--- src/rtl/ahb_lite_pkg.sv ---
// Shared AHB-Lite encodings and the error-response state type used by the
// RAM lane controller and its byte-enable decoder.
package ahb_lite_pkg;

    typedef enum logic [1:0] {
        HTRANS_IDLE   = 2'b00,
        HTRANS_BUSY   = 2'b01,
        HTRANS_NONSEQ = 2'b10,
        HTRANS_SEQ    = 2'b11
    } htrans_e;

    typedef enum logic [2:0] {
        HSIZE_BYTE = 3'd0,
        HSIZE_HALF = 3'd1,
        HSIZE_WORD = 3'd2
    } hsize_e;

    localparam logic HRESP_OKAY  = 1'b0;
    localparam logic HRESP_ERROR = 1'b1;

    typedef enum logic [1:0] {
        ST_OKAY = 2'd0,
        ST_ERR1 = 2'd1,
        ST_ERR2 = 2'd2
    } err_state_e;

endpackage

--- src/rtl/ahb_be_decode.sv ---
// Little-endian byte-lane enable decode from HSIZE and the low address bits;
// flags sizes or alignments the lane RAMs cannot service.
module ahb_be_decode
    import ahb_lite_pkg::*;
(
    input  logic [2:0] size,
    input  logic [1:0] addr_lo,
    output logic [3:0] be,
    output logic       illegal
);

    // NOTE: every output gets a default before the case so no path leaves a
    // value held over from a previous evaluation, which would infer a latch.
    always_comb begin
        be      = 4'b0000;
        illegal = 1'b0;
        case (size)
            HSIZE_BYTE: be = 4'b0001 << addr_lo;
            HSIZE_HALF: begin
                if (addr_lo[0]) illegal = 1'b1;
                else            be      = 4'b0011 << {addr_lo[1], 1'b0};
            end
            HSIZE_WORD: begin
                if (addr_lo != 2'b00) illegal = 1'b1;
                else                  be      = 4'b1111;
            end
            default: illegal = 1'b1;
        endcase
    end

endmodule

--- src/rtl/ahb_ram_lane_ctrl.sv ---
// AHB-Lite slave front-end for four byte-lane dual-port RAMs, with
// read-during-write forwarding and a two-cycle ERROR response.
module ahb_ram_lane_ctrl
    import ahb_lite_pkg::*;
#(
    parameter int ADDR_WIDTH = 6
) (
    input  logic                  clk,
    input  logic                  rst,
    input  logic                  HSEL,
    input  logic [31:0]           HADDR,
    input  logic [1:0]            HTRANS,
    input  logic                  HWRITE,
    input  logic [2:0]            HSIZE,
    input  logic [31:0]           HWDATA,
    input  logic                  HREADY,
    output logic [31:0]           HRDATA,
    output logic                  HREADYOUT,
    output logic                  HRESP,
    output logic [ADDR_WIDTH-1:0] ram_read_addr,
    output logic [ADDR_WIDTH-1:0] ram_write_addr,
    output logic [3:0]            ram_we,
    output logic [31:0]           ram_wdata,
    input  logic [31:0]           ram_q
);

    logic [3:0]            dec_be;
    logic                  dec_illegal;
    logic                  accept, acc_bad, acc_wr, acc_rd, fwd_hit;
    logic [ADDR_WIDTH-1:0] addr_word;

    logic                  wr_pend, rd_pend;
    logic [3:0]            wr_be, fwd_be;
    logic [ADDR_WIDTH-1:0] wr_addr;
    logic [31:0]           fwd_data;
    err_state_e            state, state_next;

    // High address bits alias by design; HTRANS[0] (SEQ vs NONSEQ) is irrelevant here.
    logic unused_ok;
    assign unused_ok = ^{HADDR[31:ADDR_WIDTH+2], HTRANS[0]};

    ahb_be_decode u_be_decode (
        .size    (HSIZE),
        .addr_lo (HADDR[1:0]),
        .be      (dec_be),
        .illegal (dec_illegal)
    );

    assign accept    = HSEL & HTRANS[1] & HREADY;
    assign acc_bad   = accept & dec_illegal;
    assign acc_wr    = accept & ~dec_illegal & HWRITE;
    assign acc_rd    = accept & ~dec_illegal & ~HWRITE;
    assign addr_word = HADDR[ADDR_WIDTH+1:2];

    assign ram_read_addr  = addr_word;
    assign ram_write_addr = wr_addr;
    assign ram_we         = wr_pend ? wr_be : 4'b0000;
    assign ram_wdata      = (ram_we != 4'b0000) ? HWDATA : 32'h0;

    // The lanes return old data when read and written to the same word on one edge.
    assign fwd_hit = acc_rd && (ram_we != 4'b0000) && (wr_addr == addr_word);

    // NOTE: state is updated with non-blocking assignments so every register
    // samples pre-edge values regardless of statement order.
    always_ff @(posedge clk or posedge rst) begin
        if (rst) begin
            wr_pend  <= 1'b0;
            rd_pend  <= 1'b0;
            wr_be    <= 4'b0000;
            wr_addr  <= '0;
            fwd_be   <= 4'b0000;
            fwd_data <= 32'h0;
        end else begin
            wr_pend <= acc_wr;
            rd_pend <= acc_rd;
            if (acc_wr) begin
                wr_addr <= addr_word;
                wr_be   <= dec_be;
            end
            if (HREADY) begin
                fwd_be <= fwd_hit ? ram_we : 4'b0000;
            end
            if (fwd_hit) begin
                fwd_data <= HWDATA;
            end
        end
    end

    always_ff @(posedge clk or posedge rst) begin
        if (rst) state <= ST_OKAY;
        else     state <= state_next;
    end

    always_comb begin
        state_next = ST_OKAY;
        case (state)
            ST_ERR1: state_next = ST_ERR2;
            default: state_next = acc_bad ? ST_ERR1 : ST_OKAY;
        endcase
    end

    assign HREADYOUT = (state != ST_ERR1);
    assign HRESP     = (state == ST_OKAY) ? HRESP_OKAY : HRESP_ERROR;

    always_comb begin
        HRDATA = 32'h0;
        if (rd_pend) begin
            for (int n = 0; n < 4; n++) begin
                HRDATA[8*n +: 8] = fwd_be[n] ? fwd_data[8*n +: 8] : ram_q[8*n +: 8];
            end
        end
    end

endmodule

--- config.mk ---
export PLATFORM = sky130hd
export DESIGN_NAME = ahb_ram_lane_ctrl
export DESIGN_NICKNAME = d
export VERILOG_FILES = /design/src/rtl/ahb_lite_pkg.sv /design/src/rtl/ahb_be_decode.sv /design/src/rtl/ahb_ram_lane_ctrl.sv
export SDC_FILE = /design/constraint.sdc
export NUM_CORES = 1
export LEC_CHECK = 0
export ABC_AREA = 1
export CAP_MARGIN = 25
export CORE_AREA = 2 2 89 91
export CTS_BUF_LIST = sky130_fd_sc_hd__clkbuf_2 sky130_fd_sc_hd__clkbuf_4 sky130_fd_sc_hd__clkbuf_8
export DETAILED_ROUTE_END_ITERATION = 8
export DIE_AREA = 0 0 91 93
export HOLD_SLACK_MARGIN = 0.08
export PLACE_DENSITY_LB_ADDON = 0.25
export SLEW_MARGIN = 20
export SYNTH_ARGS = -nofsm -noshare
export SYNTH_HDL_FRONTEND = slang
export SYNTH_SLANG_ARGS = --single-unit
--- constraint.sdc ---
create_clock -name clk -period 4 [get_ports clk]
set_input_delay 0.6 -clock clk [delete_from_list [all_inputs] [get_ports clk]]
set_output_delay 0.6 -clock clk [all_outputs]
set_load 0.02 [all_outputs]
==> results.py, run 1 <==
metrics = {
    "floorplan": {
        "die_height_um": 93,
        "die-area_mm2": 0.00846,
        "initial_core_util_pct": 41.2,
        "num_rows": 32,
        "ioPinCount": 188,
        "core-area_mm2": 0.00753,
        "die_x_um": 91,
    },
    "synthesis": {
        "synth-simple-area-share_pct": 39.0,
        "synth_top_family_by_area": "simple AND/OR/NAND/NOR gates",
        "netlist_instances": 449,
        "syn_nets": 555,
        "ys_seq_area_share_pct": 40.4,
        "yosysWarnings": 0,
        "synth-compound-area-share_pct": 7.23,
        "yosys.area.top_type_share_pct": 40.4,
        "synthXorXnorAreaFrac_pct": 0.565,
        "yosysTopAreaCell": "dfrtp_1",
        "syn_avg_cell_area_um2": 6.90,
        "synth-seq-cells": 50,
        "synth-adder-area-share_pct": 0,
        "synthTopCellsByArea": "dfrtp_1 (40%), nand2_1 (13%), nor2_1 (13%)",
        "synth_cell_type_count": 23,
        "syn_area_mm2": 0.00310,
        "synth_mux_area_share_pct": 0,
    },
    "power_and_ir_drop": {
        "peakVddDrop_uv": 148,
        "powerDensity_mw_per_mm2": 231,
        "p_leak_nw": 2.49,
        "total_power_mw": 1.11,
    },
    "sta": {
        "hold_violations": 0,
        "fmax_mhz": 320,
        "slew_headroom_pct": 41.6,
        "setup_viol": 0,
        "rsz0062_at_grt": "false",
        "period_share_pct": 78.1,
        "finClkSkew_ps": 5.30,
        "tns_ps": 0,
        "slew_viol_final": 0,
        "setup_slack_ps": 877,
        "fin_hold_ws_ps": 447,
        "finalCriticalPeriod_ps": 3120,
        "tightest_slew_ps": 874,
    },
    "drt": {
        "wl_per_cell_um": 13.1,
        "antenna_left": 0,
        "postRouteWirelength_um": 9160,
        "dr.first_iter.drc_count": 127,
        "num_vias": 3347,
        "drt_first_pass_iters": 5,
        "drc_errors": 0,
        "viasPerCell": 4.79,
    },
    "clock_network": {
        "hold_buffers": 0,
        "cts.clk_slew.worst_paths_ps": 90,
        "cts_resized": 0,
        "cts_tree": "yes",
        "clk_latency_ps": 290,
        "clock-root-buffer": "clkbuf_8",
        "h-tree-depth": 2,
        "cts_buffer_depth": 2,
        "cts_buffers": 5,
        "postCtsSetupBuffers": 0,
        "numClockSinks": 50,
    },
    "cells_and_area": {
        "diodes": 0,
        "area_growth_pct": 55.9,
        "num-fill-cells": 704,
        "layout.nets": 702,
        "final_cell_mix": "clkdlybuf4s50_1 (162), nor2_1 (108), nand2_1 (108)",
        "regArea_mm2": 0.00125,
        "final_common_cell": "clkdlybuf4s50_1",
        "multi_input_area_mm2": 0.00145,
        "drive_gt1_share_pct": 7.20,
        "stdcell_count": 699,
    },
    "placement": {
        "gp_congestion": 0.832,
        "pre_cts_ws_ps": 1160,
        "place_hpwl_um": 6970,
        "place_inst": 691,
        "io_buffers": 162,
    },
    "worst_setup_path": {
        "regToRegSetupSlack_ps": 1900,
        "r2r_start": "ram_write_addr[1]",
        "arrival_ps": 2520,
        "required_ps": 3400,
        "crit_chain": "nand2_1 -> nand4_1 -> inv_1 -> buf_4 -> nor2_1 -> clkdlybuf4s50_1",
        "crit_path_end": "ram_wdata[28]",
        "startpoint_type": "register",
        "regToRegEndpoint": "fwd_data[1]",
        "crit_fanout": 24,
        "rr_worst_depth": 7,
        "slowest_delay_ps": 670,
        "cp_slowest_cell": "inv_1",
        "cp-startpoint": "wr_pend",
        "end_kind": "output port",
        "critPathKind": "reg2out",
    },
    "grt": {
        "grt.total_usage_pct": 21.7,
        "use_met3_pct": 4.51,
        "use_met2_pct": 38.5,
        "grt_use_met1_pct": 27.8,
        "first_global_vias": 3252,
        "grt_max_degree": 33,
        "grt_busiest_layer": "met2",
        "antenna_found_initial": 0,
        "grt_pass1_wl_um": 15200,
        "grt_overflow": 0,
    },
    "flow_run": {
        "cap_violations": 0,
    },
    "worst_hold_path": {
        "hold_path.class": "reg2reg",
    },
    "status": {
        "outcome": "completed",
    },
}
how the worst min path moves through the flow:
stage | from | to | slack (ps) | depth (start not counted)
final | state[1] | state[1] | 450 | 1
after global routing | state[1] | state[1] | 470 | 1
after CTS | state[1] | state[1] | 450 | 1
after detailed placement | state[1] | state[1] | 440 | 1
after global placement | state[1] | state[1] | 430 | 1
after floorplan | state[1] | state[1] | 420 | 1
metal layers:
metal	wire length [µm]	share of wire (%)	vias to the layer above
met5	0	0	-
met4	24	0.26	0
met3	570	6.2	2
met2	4600	50	123
met1	3960	43	1557
li1	-	-	1665
synth_stat cells:
| cell | instances |
|---|---|
| nor4_1 | 3 |
| inv_2 | 1 |
| nand2_2 | 1 |
| nand3_1 | 21 |
| inv_1 | 57 |
| nor2_4 | 2 |
| nand4_2 | 1 |
| nand2_1 | 108 |
| nor2_1 | 108 |
| or2_2 | 1 |
| a21oi_2 | 1 |
| nand4_1 | 1 |
| clkbuf_1 | 10 |
| dfrtp_1 | 50 |
| buf_6 | 1 |
| clkbuf_4 | 1 |
| xor2_1 | 2 |
| buf_8 | 3 |
| o21ai_0 | 40 |
| buf_2 | 5 |
| nand3_2 | 22 |
| buf_4 | 7 |
| o21ai_1 | 3 |
logic make-up (layout without fill, tap and decap cells):
family | after synthesis | count (layout)
xor gates and xnor gates | 2 | 2
AOI/OAI and AO/OA | 44 | 44
and+or+nand+nor | 268 | 268
DFF | 50 | 50
buffers and inverters | 85 | 233
metrics by stage:
stage | area [µm²] | util (%)
6_report | 4830 | 64.1
5_1_grt | 4830 | 64.1
4_1_cts | 4830 | 64.1
3_5_place_dp | 4720 | 62.7
3_3_place_gp | 4700 | 62.4
2_1_floorplan | 3100 | -
worst max-delay path: cells and delay by family (launching register included):
family	cells	cell delay, ps
buffers and inverters	3	1510
flip-flops	1	410
AND/OR/NAND/NOR	3	310
final cells by class:
cell class                      count  share of cell area [%]
Clock buffer                        8                    2.28
Inverter                           58                    4.51
Multi-Input combinational cell    314                    30.0
Sequential cell                    50                    25.9
Tap cell                          102                    2.64
Timing Repair Buffer              167                    34.6
flip-flops by register name, summed over array words and instances (netlist names):
| register | cells |
|---|---|
| fwd_be | 4 |
| state | 2 |
| wr_be | 4 |
| rd_pend | 1 |
| ram_write_addr | 6 |
| wr_pend | 1 |
| fwd_data | 32 |
where the power goes:
group          leakage (nW)  switching (mW)  total, mW  internal, mW
sequential            0.688          0.0154      0.539         0.524
combinational          1.75           0.108      0.238         0.130
clock                0.0575           0.162      0.337         0.175
total                  2.49           0.285       1.11         0.829
(Power assumes the default switching activity.)
==> run 2: changes to the inputs <==
--- a/config.mk
+++ b/config.mk
@@ -7,10 +7,10 @@
 export LEC_CHECK = 0
 export ABC_AREA = 1
 export CAP_MARGIN = 25
-export CORE_AREA = 2 2 89 91
+export CORE_AREA = 2 2 93 95
 export CTS_BUF_LIST = sky130_fd_sc_hd__clkbuf_2 sky130_fd_sc_hd__clkbuf_4 sky130_fd_sc_hd__clkbuf_8
 export DETAILED_ROUTE_END_ITERATION = 8
-export DIE_AREA = 0 0 91 93
+export DIE_AREA = 0 0 95 97
 export HOLD_SLACK_MARGIN = 0.08
 export PLACE_DENSITY_LB_ADDON = 0.25
 export SLEW_MARGIN = 20
==> constraint.sdc (replaced) <==
create_clock -name clk -period 2.9 [get_ports clk]
set_input_delay 0.435 -clock clk [delete_from_list [all_inputs] [get_ports clk]]
set_output_delay 0.435 -clock clk [all_outputs]
set_load 0.02 [all_outputs]
==> run 2 against run 1 <==
Effect of this change: cell area shrank 0.34%; non-clock buffer count increased by 1; register-to-register slack got worse by 660 ps; critical path type unchanged; sequential cell count stayed put; critical endpoint is now ram_wdata[31]; highest routed layer unchanged; clock power grew 24%; global-route usage down 1.4 points; largest cell class unchanged.
==> results.py, run 2 (same netlist as run 1, synthesis figures left out) <==
metrics = {
    "sta": {
        "fmax_mhz": 376,
        "finalCriticalPeriod_ps": 2660,
        "slew_headroom_pct": 42.7,
        "slew_viol_final": 0,
        "period_share_pct": 91.8,
        "finClkSkew_ps": 4.80,
        "hold_violations": 0,
        "setup_viol": 0,
        "tns_ps": 0,
        "tightest_slew_ps": 858,
        "rsz0062_at_grt": "false",
    },
    "placement": {
        "place_hpwl_um": 6880,
        "gp_congestion": 0.830,
        "io_buffers": 162,
    },
    "floorplan": {
        "initial_core_util_pct": 38.1,
        "core-area_mm2": 0.00813,
        "die_height_um": 97,
        "die-area_mm2": 0.00922,
        "num_rows": 33,
        "die_x_um": 95,
        "ioPinCount": 188,
    },
    "power_and_ir_drop": {
        "p_leak_nw": 2.49,
        "peakVddDrop_uv": 227,
        "powerDensity_mw_per_mm2": 310,
    },
    "cells_and_area": {
        "fin_util_pct": 59.2,
        "layout.nets": 703,
        "area_growth_pct": 55.3,
        "regArea_mm2": 0.00125,
        "final_common_cell": "clkdlybuf4s50_1",
        "multi_input_area_mm2": 0.00145,
        "num-fill-cells": 802,
        "drive_gt1_share_pct": 7.36,
        "regMostFlops": "fwd_data",
        "largest_register_ffs": 32,
        "final_cell_mix": "clkdlybuf4s50_1 (162), nor2_1 (108), nand2_1 (108)",
        "diodes": 0,
    },
    "flow_run": {
        "cap_violations": 0,
    },
    "worst_hold_path": {
        "hold_path.class": "reg2reg",
        "hold_path.startpoint": "state[1]",
        "min_path_cells": 1,
        "min_to": "state[1]",
    },
    "drt": {
        "wl_per_cell_um": 13.0,
        "postRouteWirelength_um": 9120,
        "dr.first_iter.drc_count": 112,
        "antenna_left": 0,
        "viasPerCell": 4.75,
        "drc_errors": 0,
        "num_vias": 3338,
        "drt_first_pass_iters": 5,
    },
    "worst_setup_path": {
        "end_kind": "output port",
        "startpoint_type": "register",
        "r2r_start": "wr_pend",
        "arrival_ps": 2230,
        "crit_fanout": 26,
        "regToRegEndpoint": "fwd_data[18]",
        "critPathKind": "reg2out",
        "regToRegSetupSlack_ps": 1240,
        "rr_worst_depth": 7,
        "required_ps": 2470,
    },
    "grt": {
        "first_global_vias": 3276,
        "grt.total_usage_pct": 20.2,
        "antenna_found_initial": 0,
        "grt_overflow": 0,
        "grt_pass1_wl_um": 15100,
        "grt_max_degree": 42,
    },
    "clock_network": {
        "cts_buffer_depth": 2,
        "cts_buffers": 5,
        "clk_latency_ps": 290,
        "cts_resized": 0,
        "h-tree-depth": 2,
        "hold_buffers": 0,
        "cts.clk_slew.worst_paths_ps": 90,
        "clock-root-buffer": "clkbuf_8",
        "postCtsSetupBuffers": 0,
        "cts_tree": "yes",
        "numClockSinks": 50,
    },
    "status": {
        "outcome": "completed",
    },
}
-- run 2: changes by cell type in the layout (fill, tap and decap cells not counted) --
cell / previous run / this run
buf_4: 4 / 6
clkbuf_8: 8 / 6
buf_12: 1 / 0
clkbuf_4: 0 / 1
clkinv_2: 0 / 1
-- run 2: critical path: stages, from the launching register on --
cell and delay [ps]:
dfrtp_1 420, nand2_1 120, nand4_1 170, inv_1 220
buf_4 360, nor2_1 70, clkdlybuf4s50_1 570
-- run 2: per-stage QoR --
| step | total power, mW | instance area [µm²] | setup slack [ps] | hold slack [ps] | instances |
|---|---|---|---|---|---|
| finish | 1.49 | 4810 | 237 | 445 | 703 |
| global route | 1.58 | 4810 | 14.5 | 488 | 703 |
| CTS | 1.51 | 4810 | 185 | 449 | 703 |
| detailed placement | 1.09 | 4720 | 401 | 437 | 695 |
| global placement | 1.08 | 4720 | 467 | 433 | 695 |
| floorplan | 0.884 | 3100 | 1260 | 415 | 449 |
-- run 2: routing by layer --
metal | wire length (µm) | vias up | track usage, %
li1 | - | 1668 | -
met1 | 3750 | 1538 | 24.3
met2 | 4480 | 123 | 36.3
met3 | 807 | 9 | 5.37
met4 | 80 | 0 | 3.57
met5 | 0 | - | 0
-- run 2: worst max-delay path by stage --
| stage | start | end | slack [ps] |
|---|---|---|---|
| floorplan | rst | fwd_be[0] | 1260 |
| global placement | HREADY | fwd_data[13] | 470 |
| detailed placement | HREADY | fwd_data[9] | 400 |
| CTS | wr_pend | ram_wdata[31] | 180 |
| global route | wr_pend | ram_wdata[26] | 10 |
| finish | wr_pend | ram_wdata[31] | 240 |
-- run 2: final cells by class --
cell class	instances	share of cell area, %
Clock inverter	1	0.104
Tap cell	105	2.73
Sequential cell	50	26.0
Multi-Input combinational cell	314	30.1
Timing Repair Buffer	168	34.6
Clock buffer	7	1.87
Inverter	58	4.52
-- run 2: power breakdown --
part | internal, mW | total [mW] | switching [mW] | leakage, nW
clock network | 0.202 | 0.418 | 0.216 | 0.0517
logic | 0.178 | 0.329 | 0.151 | 1.75
registers | 0.722 | 0.743 | 0.0205 | 0.688
